==> src/rtl/video_frame_decoder.sv <==
// video_frame_decoder: recovers beam position from a composite hsync/vsync/rgb
// stream, verifies sync timing to report lock, and tracks the bounding box of
// pixels matching TARGET_RGB once per frame.
// Optional feature macro: TRACKER_SIZE_EN adds obj_w/obj_h box-size outputs.
module video_frame_decoder #(
  parameter int unsigned H_DISPLAY    = 256,
  parameter int unsigned H_SYNC_START = 263,
  parameter int unsigned H_TOTAL      = 309,
  parameter int unsigned V_DISPLAY    = 240,
  parameter int unsigned V_SYNC_START = 254,
  parameter int unsigned V_TOTAL      = 262,
  parameter int unsigned LOCK_FRAMES  = 2,
  parameter logic [2:0]  TARGET_RGB   = 3'b111
) (
  input  logic       clk,
  input  logic       reset,
  input  logic       hsync,
  input  logic       vsync,
  input  logic [2:0] rgb,
  output logic [8:0] hpos,
  output logic [8:0] vpos,
  output logic       display_on,
  output logic       locked,
  output logic       frame_done,
  output logic       obj_found,
  output logic [8:0] obj_x,
  output logic [8:0] obj_y
`ifdef TRACKER_SIZE_EN
  ,
  output logic [8:0] obj_w,
  output logic [8:0] obj_h
`endif
);

  localparam logic [8:0] HD   = 9'(H_DISPLAY);
  localparam logic [8:0] HS   = 9'(H_SYNC_START);
  localparam logic [8:0] HS1  = 9'(H_SYNC_START + 1);
  localparam logic [8:0] HT1  = 9'(H_TOTAL - 1);
  localparam logic [8:0] VD   = 9'(V_DISPLAY);
  localparam logic [8:0] VS   = 9'(V_SYNC_START);
  localparam logic [8:0] VT1  = 9'(V_TOTAL - 1);
  localparam logic [3:0] LOCK_CNT = 4'(LOCK_FRAMES);

  typedef enum logic {ST_SEARCH, ST_LOCKED} state_e;

  logic       hsync_q, hsync_qq, vsync_q, vsync_qq;
  logic [2:0] rgb_q;
  logic [8:0] hpos_q, hpos_d, vpos_q, vpos_d;
  state_e     state_q;
  logic [3:0] good_cnt_q;
  logic       locked_q;
  logic [8:0] min_x_q, min_y_q;
  logic       seen_q;
  logic       obj_found_q;
  logic [8:0] obj_x_q, obj_y_q;
`ifdef TRACKER_SIZE_EN
  logic [8:0] max_x_q, max_y_q;
  logic [8:0] obj_w_q, obj_h_q;
`endif

  logic h_rise, v_rise, h_at, v_at;
  logic h_err, v_err, sync_err, v_good;
  logic disp, frame_end, target_hit;

  assign h_rise     = hsync_q & ~hsync_qq;
  assign v_rise     = vsync_q & ~vsync_qq;
  assign h_at       = (hpos_q == HS);
  assign v_at       = (hpos_q == '0) && (vpos_q == VS);
  assign h_err      = h_rise ^ h_at;
  assign v_err      = v_rise ^ v_at;
  assign sync_err   = h_err | v_err;
  assign v_good     = v_rise & v_at;
  assign disp       = locked_q && (hpos_q < HD) && (vpos_q < VD);
  assign frame_end  = locked_q && (hpos_q == '0) && (vpos_q == VD);
  assign target_hit = disp && (rgb_q == TARGET_RGB);

  // Input registers and sync edge-detect stage
  always_ff @(posedge clk or negedge reset) begin
    if (!reset) begin
      hsync_q  <= 1'b0;
      hsync_qq <= 1'b0;
      vsync_q  <= 1'b0;
      vsync_qq <= 1'b0;
      rgb_q    <= '0;
    end else begin
      hsync_q  <= hsync;
      hsync_qq <= hsync_q;
      vsync_q  <= vsync;
      vsync_qq <= vsync_q;
      rgb_q    <= rgb;
    end
  end

  // Next beam position: free-run with realignment on misplaced sync edges
  always_comb begin
    hpos_d = (hpos_q == HT1) ? '0 : hpos_q + 9'd1;
    vpos_d = vpos_q;
    if (hpos_q == HT1)
      vpos_d = (vpos_q == VT1) ? '0 : vpos_q + 9'd1;
    // A misplaced hsync edge pins hpos without a line wrap.
    if (h_rise && !h_at) begin
      hpos_d = HS1;
      vpos_d = vpos_q;
    end
    if (v_rise && !v_at)
      vpos_d = VS;
  end

  // Beam position registers
  always_ff @(posedge clk or negedge reset) begin
    if (!reset) begin
      hpos_q <= '0;
      vpos_q <= '0;
    end else begin
      hpos_q <= hpos_d;
      vpos_q <= vpos_d;
    end
  end

  // Lock FSM: count consecutive clean frames, drop lock on any sync error
  always_ff @(posedge clk or negedge reset) begin
    if (!reset) begin
      state_q    <= ST_SEARCH;
      good_cnt_q <= '0;
      locked_q   <= 1'b0;
    end else begin
      case (state_q)
        ST_SEARCH: begin
          if (sync_err) begin
            good_cnt_q <= '0;
          end else if (v_good) begin
            if (good_cnt_q + 4'd1 == LOCK_CNT) begin
              state_q    <= ST_LOCKED;
              locked_q   <= 1'b1;
              good_cnt_q <= '0;
            end else begin
              good_cnt_q <= good_cnt_q + 4'd1;
            end
          end
        end
        ST_LOCKED: begin
          if (sync_err) begin
            state_q    <= ST_SEARCH;
            locked_q   <= 1'b0;
            good_cnt_q <= '0;
          end
        end
        default: begin
          state_q    <= ST_SEARCH;
          locked_q   <= 1'b0;
          good_cnt_q <= '0;
        end
      endcase
    end
  end

  // Running bounding box of target pixels within the current frame
  always_ff @(posedge clk or negedge reset) begin
    if (!reset) begin
      min_x_q <= '1;
      min_y_q <= '1;
      seen_q  <= 1'b0;
`ifdef TRACKER_SIZE_EN
      max_x_q <= '0;
      max_y_q <= '0;
`endif
    end else if (!locked_q || frame_end) begin
      min_x_q <= '1;
      min_y_q <= '1;
      seen_q  <= 1'b0;
`ifdef TRACKER_SIZE_EN
      max_x_q <= '0;
      max_y_q <= '0;
`endif
    end else if (target_hit) begin
      seen_q <= 1'b1;
      if (hpos_q < min_x_q) min_x_q <= hpos_q;
      if (vpos_q < min_y_q) min_y_q <= vpos_q;
`ifdef TRACKER_SIZE_EN
      if (hpos_q > max_x_q) max_x_q <= hpos_q;
      if (vpos_q > max_y_q) max_y_q <= vpos_q;
`endif
    end
  end

  // Publish the finished frame's box at frame end
  always_ff @(posedge clk or negedge reset) begin
    if (!reset) begin
      obj_found_q <= 1'b0;
      obj_x_q     <= '0;
      obj_y_q     <= '0;
`ifdef TRACKER_SIZE_EN
      obj_w_q     <= '0;
      obj_h_q     <= '0;
`endif
    end else if (frame_end) begin
      obj_found_q <= seen_q;
      if (seen_q) begin
        obj_x_q <= min_x_q;
        obj_y_q <= min_y_q;
`ifdef TRACKER_SIZE_EN
        obj_w_q <= max_x_q - min_x_q + 9'd1;
        obj_h_q <= max_y_q - min_y_q + 9'd1;
`endif
      end
    end
  end

  assign hpos       = hpos_q;
  assign vpos       = vpos_q;
  assign display_on = disp;
  assign locked     = locked_q;
  assign frame_done = frame_end;
  assign obj_found  = obj_found_q;
  assign obj_x      = obj_x_q;
  assign obj_y      = obj_y_q;
`ifdef TRACKER_SIZE_EN
  assign obj_w      = obj_w_q;
  assign obj_h      = obj_h_q;
`endif

endmodule
==> config.mk <==
export PLATFORM = sky130hd
export DESIGN_NAME = video_frame_decoder
export DESIGN_NICKNAME = d
export VERILOG_FILES = /design/src/rtl/video_frame_decoder.sv
export SDC_FILE = /design/constraint.sdc
export NUM_CORES = 1
export LEC_CHECK = 0
export ABC_CLOCK_PERIOD_IN_PS = 3100
export CORE_MARGIN = 2
export CORE_UTILIZATION = 40
export DETAILED_ROUTE_END_ITERATION = 8
export SKIP_LAST_GASP = 1
export SYNTH_ARGS = -nofsm -noshare
export SYNTH_HDL_FRONTEND = slang
export SYNTH_SLANG_ARGS = --single-unit
==> constraint.sdc <==
create_clock -name clk -period 3.1 [get_ports clk]
set_input_delay 0.31 -clock clk [delete_from_list [all_inputs] [get_ports clk]]
set_output_delay 0.31 -clock clk [all_outputs]
set_load 0.05 [all_outputs]
==> run summary, run 1 <==
Status -> complete, no violations
Crit path launch -> hpos[0]$_DFF_PN0_
Detail Placement HPWL -> 5530 um
DIE WIDTH -> 99.21 um
Fin util -> 51.06%
Worst setup EP type -> primary output
Worst Tran Pin Value -> 1.205 ns
Crit path cell chain -> inv_1, ha_1, nor3b_1, nand3_1, or4_1, nor3_1, buf_4
Ports -> 47
Max Fclk -> 0.3518 GHz
Syn_area_per_cell -> 10.60 um^2
Synth warn -> 0
Worst EP required -> 2.79 ns
Post-synthesis simple-gate area fraction -> 17.98%
Slew Limit Headroom -> 19.34%
CTS Root Cell -> clkbuf_8
EDFF count, synth -> 0
Share of the synthesized area in the top cell type -> 35.20%
Clk Latency, worst-skew pair -> 0.35 ns
Register-to-Register Path Depth -> 11
Final clock skew -> 0.007921 ns
Critical R2R Capture -> good_cnt_q[0]$_DFFE_PN0P_
Final layout net count -> 432
Worst min path class -> primary input to async pin
Fin area -> 0.004474 mm^2
WL per Instance -> 15.40 um
Initial DRC Count -> 125
Maxcap violations -> 0
Final period utilization -> 91.68%
Initial antenna violation count -> 0
Flop2flop setup slack -> 0.32 ns
CTS sink count -> 69
Die Span Y -> 99.21 um
Largest net degree at the start of global routing -> 70
Crit path to -> frame_done
Clk buf depth -> 2
Share of layout cells above drive strength 1 -> 18.61%
Reg clk slew, reported paths -> 0.08 ns
Post-synthesis xor/xnor area fraction -> 1.932%
Htree depth -> 3
Synth Area in Compound Gates -> 12.04%
Placed cell area -> 0.004227 mm^2
Area Growth Syn to Fin -> 23.40%
Buffers on Ports -> 46
CP Launch Type -> flop
Prevailing post-synth register cell -> dfrtp_1
Post-CTS Setup Bufs -> 0
Core ar. -> 0.008763 mm^2
Synth cell types -> 54
First-pass iteration count of the detailed router -> 4
VDD IR max -> 0.2552 mV
ANT cells -> 0
Vias in the first global route -> 2598
Setup violators final -> 0
Post_cts resized -> 0
Pwr per Cell Area -> 492.8 mW/mm^2
Num CTS Buffers -> 9
Final Wtd Congestion -> 0.8523
Die area -> 0.009843 mm^2
Post-synthesis sequential area ratio -> 48.24%
Asr flop ratio synth -> 100.0%
Crit path kind -> flop to primary output
Post-route ant nets -> 0
Cells after DPL -> 495
Synth area leaders -> dfrtp_1 35%, dfstp_2 13%, ha_1 9.3%
R2R Path Start -> hpos[0]$_DFF_PN0_
Crit path max-delay cell type -> dfrtp_1
Critical Path Fanout Max -> 6
Hold_buf cts -> 0
Total GRT Usage -> 17.02%
Fin cells -> 511
Multiplexer area fraction after synthesis -> 5.866%
Post-Syn Nets -> 376
Drt via density -> 5.429
Core Rows -> 34
Cells after Synth -> 342
Total negative setup slack -> 0 ns
Total power -> 2.205 mW
First-pass GRT wire length -> 13150 um
CTS tree -> done
Slew Limit Fails -> 0
WL final -> 7870 um
Clock period minus worst slack -> 2.842 ns
Commonest non-fill, non-tap cells in the layout -> 51 x dfrtp_1, 44 x clkdlybuf4s50_1, 32 x inv_1
Max incr delay on CP -> 0.44 ns
RSZ-0062 raised after global routing -> false
Most common cell after layout, fill and taps aside -> dfrtp_1
Synth Register Bits -> 69
Biggest area consumer among synthesized cells -> dfrtp_1
Mapped Area -> 0.003626 mm^2
Congestion Overflow GR -> 0
Worst Path Arrival -> 2.53 ns
Drt drc -> 0
Leakage -> 2.065 nW
Starting density of the core -> 41.38%
Largest family of logic cells by synthesized area -> simple AND/OR/NAND/NOR gates
Final Hold Vio Count -> 0
Adder-cell share of the synthesized area -> 9.317%
Detailed-route via count -> 2774
==> sequential cells by signal, indices dropped and copies added, names as in the netlist <==
register and count:
hpos 9, hsync_qq 1, obj_x 9, good_cnt_q 4
min_y_q 9, vsync_qq 1, locked 1, hsync_q 1
rgb_q 3, min_x_q 9, vsync_q 1, obj_found 1
state_q 1, vpos 9, obj_y 9, seen_q 1
==> report_power, final <==
group / total, mW / leakage [nW] / switching, mW / internal (mW)
Sequential: 0.960 / 0.835 / 0.0312 / 0.929
Combinational: 0.347 / 1.11 / 0.231 / 0.116
Clock: 0.898 / 0.119 / 0.343 / 0.554
Total: 2.20 / 2.07 / 0.605 / 1.60
==> layout make-up <==
type	instances	area, um^2
Fill cell	789	4289
Multi-Input combinational cell	232	1709
Sequential cell	69	1749
Inverter	32	120.1
Tap cell	108	135.1
Clock inverter	6	110.1
Clock buffer	10	137.6
Timing Repair Buffer	54	513.0
==> metal layers <==
| layer | vias to the layer above | GRT usage, % | part of all wire (%) |
|---|---|---|---|
| li1 | 1334 | - | - |
| met4 | 0 | 6.112 | 1.8 |
| met5 | - | 0 | 0 |
| met3 | 17 | 4.357 | 4.4 |
| met2 | 73 | 24.95 | 45 |
| met1 | 1350 | 24.46 | 49 |
==> cell families after synthesis <==
logic type      count (synthesis)
compound gates                 67
xor+xnor                        8
fa+ha+maj                      27
buf+inv                        41
flops                          69
mux                            19
simple gates                  111
==> cell usage after synthesis (5+ instances only) <==
cell type   n
nor2b_1     5
nor3_1      9
nor2_1     25
dfstp_2    18
ha_1       27
a21oi_1    13
inv_1      32
o21ai_0    19
nand2_1    17
dfrtp_1    51
nand3_1    20
o211ai_1   14
nand4_1     6
mux2_2     18
xnor2_1     5
==> through the flow <==
stage               worst slack, ns  hold slack [ns]
floorplan                   0.04662          0.01441
CTS                          0.2739           0.1970
global placement             0.4416           0.3557
global route                0.07020           0.2347
detailed placement           0.3668           0.3608
finish                       0.2578           0.1573
==> how the worst min path moves through the flow <==
stage,start,endpoint,slack (ns),cells past startpoint
final,reset,rgb_q[1]$_DFF_PN0_,0.16,2
after global routing,reset,hpos[2]$_DFF_PN0_,0.23,2
after CTS,reset,hpos[4]$_DFF_PN0_,0.20,2
after detailed placement,hsync_q$_DFF_PN0_,hsync_qq$_DFF_PN0_,0.36,0
after global placement,hsync_q$_DFF_PN0_,hsync_qq$_DFF_PN0_,0.36,0
after floorplan,reset,good_cnt_q[0]$_DFFE_PN0P_,0.01,0
==> critical path, delay by kind of cell, from the launching register on <==
kind,cells,cell delay [ns]
AND/OR/NAND/NOR,4,1.19
adder cells (fa/ha/maj),1,0.17
flip-flops,1,0.44
buffers and inverters,2,0.39
(Power assumes the default switching activity.)
==> run 2: changes to the inputs <==
- ABC_CLOCK_PERIOD_IN_PS: 3100 -> 2700
- CTS_CLUSTER_DIAMETER: unset -> 120
- clock period: 3.1 -> 2.7 ns (I/O delays scaled with it)
==> run 2 against run 1 <==
Against the previous run:
- via count fell by 0.40%
- wire length up 0.56%
- worst setup slack worse by 0.097 ns
==> run summary, run 2 (synthesis gave the netlist of run 1 again) <==
Slew Limit Fails -> 0
Initial DRC Count -> 74
Worst Path Arrival -> 2.27 ns
Core ar. -> 0.008763 mm^2
Status -> complete, no violations
Drt via density -> 5.293
Share of layout cells above drive strength 1 -> 21.74%
Clk Latency, worst-skew pair -> 0.35 ns
Critical R2R Capture -> min_x_q[8]$_DFFE_PN1P_
Vias in the first global route -> 2607
Total negative setup slack -> 0 ns
Detail Placement HPWL -> 5847 um
Drt drc -> 0
Worst min path class -> primary input to flop
Maxcap violations -> 0
Die Span Y -> 99.21 um
Crit path kind -> flop to primary output
Ports -> 47
Final layout net count -> 443
Congestion Overflow GR -> 0
WHS -> 0.3535 ns
Htree depth -> 3
Die area -> 0.009843 mm^2
Total GRT Usage -> 17.30%
Core Rows -> 34
Clock period minus worst slack -> 2.539 ns
Initial antenna violation count -> 0
Largest net degree at the start of global routing -> 30
Leakage -> 2.086 nW
Final Wtd Congestion -> 0.8531
RSZ-0062 raised after global routing -> false
CTS sink count -> 69
Setup violators final -> 0
WL final -> 7914 um
Crit path cell chain -> inv_1, ha_2, nor3b_4, nand3_1, or4_4, nor3_2, buf_12
Worst EP required -> 2.43 ns
Most common cell after layout, fill and taps aside -> dfrtp_1
ANT cells -> 0
Final Hold Vio Count -> 0
Max Fclk -> 0.3938 GHz
Area Growth Syn to Fin -> 24.91%
Worst setup EP type -> primary output
First-pass iteration count of the detailed router -> 4
Total power -> 2.257 mW
Critical Path Fanout Max -> 2
Num CTS Buffers -> 9
Crit path max-delay cell type -> or4_4
Final clock skew -> 0.008582 ns
Post-route ant nets -> 0
Max incr delay on CP -> 0.44 ns
WL per Instance -> 15.16 um
Commonest non-fill, non-tap cells in the layout -> 49 x dfrtp_1, 44 x clkdlybuf4s50_1, 32 x inv_1
Slew Limit Headroom -> 19.35%
Register-to-Register Path Depth -> 6
Starting density of the core -> 41.38%
Reg clk slew, reported paths -> 0.07 ns
CTS Root Cell -> clkbuf_8
CP Launch Type -> flop
CTS tree -> done
DIE WIDTH -> 99.21 um
Final period utilization -> 94.04%
Clk buf depth -> 2
Hold Crit Start -> vsync
VDD IR max -> 0.2263 mV
Worst Tran Pin Value -> 1.205 ns
R2R Path Start -> hpos[2]$_DFF_PN0_
Hold path depth -> 1
Buffers on Ports -> 46
First-pass GRT wire length -> 13330 um
Hold Path End -> vsync_q$_DFF_PN0_
Flop2flop setup slack -> 0.18 ns
Pwr per Cell Area -> 498.2 mW/mm^2
Detailed-route via count -> 2763
run 2: cell types whose count changed in the layout (fill, tap and decap cells not counted), moves of 2 or more:
cell        previous run  this run
clkbuf_1               0         4
dfrtp_1               51        49
bufinv_16              3         0
clkinvlp_4             2         0
dfrtp_2                0         2
ha_1                  27        25
ha_2                   0         2
buf_4                  9        18
run 2: layout make-up:
type / instances / area [um^2]
sequential: 69 / 1752
timing repair buffer: 65 / 610.6
fill: 767 / 4234
inverter: 32 / 120.1
clock buffer: 14 / 152.6
multi-input combinational: 232 / 1749
tap: 108 / 135.1
clock inverter: 2 / 10.01
run 2: per-stage QoR:
step / util [%] / instance area [um^2] / instances / worst slack (ns)
after floorplan: - / 3633 / 342 / 0.005021
after global placement: 49.23 / 4314 / 504 / 0.06710
after detailed placement: 49.23 / 4314 / 504 / 0.005016
after CTS: 51.23 / 4489 / 521 / 0.04710
after global routing: 51.68 / 4529 / 522 / 0.003883
final: 51.68 / 4529 / 522 / 0.1609
run 2: how the worst max path moves through the flow:
stage	start	to	slack, ns	cells after the start
floorplan	vpos[4]$_DFFE_PN0P_	good_cnt_q[3]$_DFFE_PN0P_	0.005	10
global placement	hpos[0]$_DFF_PN0_	good_cnt_q[0]$_DFFE_PN0P_	0.07	11
detailed placement	hpos[1]$_DFF_PN0_	good_cnt_q[1]$_DFFE_PN0P_	0.005	11
CTS	hpos[1]$_DFF_PN0_	good_cnt_q[1]$_DFFE_PN0P_	0.05	11
global route	hpos[1]$_DFF_PN0_	good_cnt_q[1]$_DFFE_PN0P_	0.004	11
finish	hpos[1]$_DFF_PN0_	frame_done	0.16	7
run 2: report_power, final:
group / switching, mW / internal (mW) / total [mW]
registers: 0.0441 / 1.07 / 1.11
logic: 0.261 / 0.154 / 0.415
clock network: 0.372 / 0.357 / 0.729
total: 0.677 / 1.58 / 2.26
run 2: metal layers:
layer	wire [um]	vias up	GRT usage, %
met5	0	-	0
met4	155	0	7.376
met3	252	11	3.022
met2	3577	51	25.42
met1	3929	1346	25.23
li1	-	1355	-
run 2: critical path, delay by kind of cell (launching register included):
kind | cells | cell delay, ns
buffers and inverters | 2 | 0.26
DFF | 1 | 0.41
and+or+nand+nor | 4 | 1.08
adders and majority gates | 1 | 0.18
run 2: timing repair:
| action | 4_1_cts | 5_1_grt |
|---|---|---|
| pin swaps | 0 | 1 |
| endpoints found under the setup margin | 3 | 7 |
| cloned | 0 | 0 |
| gates resized for setup | 1 | 8 |
| hold buffers | 1 | 0 |
| buffers inserted | 0 | 1 |
| endpoints found under the hold margin | 12 | 0 |
==> run 3: changes to the inputs <==
- ABC_AREA: unset -> 1
==> run 3 against run 2 <==
Against the previous run:
- maximum frequency is 5.2% higher
- critical path depth stayed put
- synthesized area is 6.2% higher
- synthesized cell count is 38% higher
- first-iteration DRC count is 27% higher
- worst hold slack worse by 0.34 ns
- register-to-register slack better by 0.20 ns
- worst setup slack better by 0.13 ns
- sequential power hardly changed
- sequential share of layout area is 1.0 points lower
- wire length is 6.0% higher
==> run summary, run 3 <==
Reg clk slew, reported paths -> 0.08 ns
Clk Latency, worst-skew pair -> 0.34 ns
Post-Syn Nets -> 505
Slew Limit Headroom -> 46.41%
Cells after Synth -> 471
Most common cell after layout, fill and taps aside -> nand2_1
Prevailing post-synth register cell -> dfrtp_1
Vias in the first global route -> 3169
Pwr per Cell Area -> 523.1 mW/mm^2
Die Span Y -> 102.1 um
Crit path kind -> flop to primary output
Final clock skew -> 0.009517 ns
WL per Instance -> 12.77 um
Leakage -> 2.450 nW
Buffers on Ports -> 46
Register-to-Register Path Depth -> 10
Critical Path Fanout Max -> 13
Htree depth -> 3
Slew Limit Fails -> 0
Ports -> 47
Core Rows -> 35
Post-place setup slack -> 0.4275 ns
Drt via density -> 4.711
First-pass iteration count of the detailed router -> 5
Num CTS Buffers -> 9
Synth area leaders -> dfrtp_1 33%, nand2_1 14%, dfstp_2 12%
VDD IR max -> 0.2656 mV
Syn_area_per_cell -> 8.177 um^2
Drt drc -> 0
Initial antenna violation count -> 0
Critical R2R Capture -> vpos[2]$_DFFE_PN0P_
Detailed-route via count -> 3095
Biggest area consumer among synthesized cells -> dfrtp_1
Die area -> 0.01043 mm^2
Final Hold Vio Count -> 0
Starting density of the core -> 41.48%
Hold_buf cts -> 0
Worst setup EP type -> primary output
Synth warn -> 0
Max incr delay on CP -> 0.48 ns
Largest net degree at the start of global routing -> 36
CTS tree -> done
Total negative setup slack -> 0 ns
Final period utilization -> 89.40%
Crit path cell chain -> inv_1, ha_1, nand4_1, nor2_4, nand2_1, inv_1, buf_12
Most frequent cell after synthesis -> nand2_1
Cell mode on critical path -> inv_1
Setup violators final -> 0
Fin area -> 0.004646 mm^2
Post-synthesis sequential area ratio -> 45.42%
Share of the synthesized area in the top cell type -> 33.14%
Post-route ant nets -> 0
Synth cell types -> 29
Mapped Area -> 0.003851 mm^2
Worst Path Arrival -> 2.14 ns
Final layout net count -> 557
Total power -> 2.430 mW
Area of the multi-input gates -> 0.001755 mm^2
Fin util -> 50.04%
Worst Tran Pin Value -> 0.8038 ns
Total GRT Usage -> 17.98%
Congestion Overflow GR -> 0
Max Fclk -> 0.4143 GHz
Asr flop ratio synth -> 100.0%
Worst min path class -> primary input to async pin
Clock period minus worst slack -> 2.414 ns
FF/Latch Area -> 0.001749 mm^2
CTS sink count -> 69
Placed cell area -> 0.004420 mm^2
Maxcap violations -> 0
Area Growth Syn to Fin -> 20.63%
Final Wtd Congestion -> 0.8270
Status -> complete, no violations
Worst setup margin -> 0.2862 ns
Number of buffers and inverters on the critical path -> 3
Detail Placement HPWL -> 6473 um
RSZ-0062 raised after global routing -> false
Worst EP required -> 2.43 ns
CP top delay family -> simple AND/OR/NAND/NOR gates
Synth Register Bits -> 69
R2R Path Start -> hpos[7]$_DFF_PN0_
Post_cts resized -> 0
Core ar. -> 0.009284 mm^2
Crit path max-delay cell type -> dfrtp_1
DIE WIDTH -> 102.1 um
Commonest non-fill, non-tap cells in the layout -> 146 x nand2_1, 66 x inv_1, 51 x dfrtp_1
Commonest cells post-synth -> 146 x nand2_1, 66 x inv_1, 51 x dfrtp_1
Initial DRC Count -> 94
First-pass GRT wire length -> 14880 um
ANT cells -> 0
CTS Root Cell -> clkbuf_8
Post-CTS Setup Bufs -> 0
Flop2flop setup slack -> 0.38 ns
Share of layout cells above drive strength 1 -> 11.74%
Clk buf depth -> 2
# fillers -> 936
EDFF count, synth -> 0
WL final -> 8388 um
CP Launch Type -> flop
run 3: cell types whose count changed in the layout (fill, tap and decap cells not counted), sizes merged, moves of 14 or more:
cell,change
buf,-14
nand2,+138
nand3,+20
nand4,+16
inv,+37
mux2,-18
run 3: through the flow:
step	hold WS, ns	cells
CTS	0.02749	657
global placement	0.3614	641
global route	0.05632	657
floorplan	-0.02559	471
finish	0.01260	657
detailed placement	0.3663	641
run 3: cells by family (layout without fill, tap and decap cells):
group                      count (synthesis)  after routing  share of synthesized area [%]
buffers and inverters                     78            135                          8.999
DFF                                       69             69                          45.42
xor gates and xnor gates                   7              7                          1.592
AOI/OAI and AO/OA                         33             33                          4.418
and+or+nand+nor                          257            257                          30.80
adders and majority gates                 27             27                          8.772
run 3: layer usage:
metal  share of wire (%)  global-route usage [%]  wire (um)  vias up
met5                   0                       0          0        -
met4                 1.0                   5.538         86        0
met3                 3.4                   3.010        286       10
met2                  48                   30.11       3986       55
met1                  48                   23.97       4029     1419
li1                    -                       -          -     1611
run 3: final cells by class:
class | instances | share of cell area (%)
inverters | 69 | 5.575
clock inverters | 4 | 1.508
repair buffers | 50 | 10.67
multi-input cells | 324 | 37.79
clock buffers | 12 | 3.340
well taps | 129 | 3.474
flip-flops and latches | 69 | 37.65
run 3: worst reg2reg max path: stages (launching register included):
cell and delay [ns]:
dfrtp_1 0.45, nor2_2 0.19, nand2_2 0.08, nor2_4 0.11
nand3_1 0.08, ha_1 0.20, inv_1 0.11, nand4_1 0.36
inv_1 0.32, nand2_1 0.12, o21ai_0 0.20
run 3: worst max path at each step:
| stage | to | startpoint | depth (start not counted) |
|---|---|---|---|
| finish | frame_done | vpos[1]$_DFFE_PN0P_ | 7 |
| CTS | display_on | vpos[6]$_DFFE_PN0P_ | 4 |
| detailed placement | vpos[2]$_DFFE_PN0P_ | hpos[7]$_DFF_PN0_ | 10 |
| floorplan | display_on | locked$_DFFE_PN0P_ | 2 |
| global placement | vpos[8]$_DFFE_PN0P_ | hpos[7]$_DFF_PN0_ | 10 |
| global route | vpos[2]$_DFFE_PN0P_ | hpos[8]$_DFF_PN0_ | 9 |
run 3: where the power goes:
part / leakage, nW / switching, mW / internal, mW
clock: 0.116 / 0.375 / 0.568
combinational: 1.50 / 0.241 / 0.114
sequential: 0.834 / 0.0625 / 1.07
total: 2.45 / 0.679 / 1.75
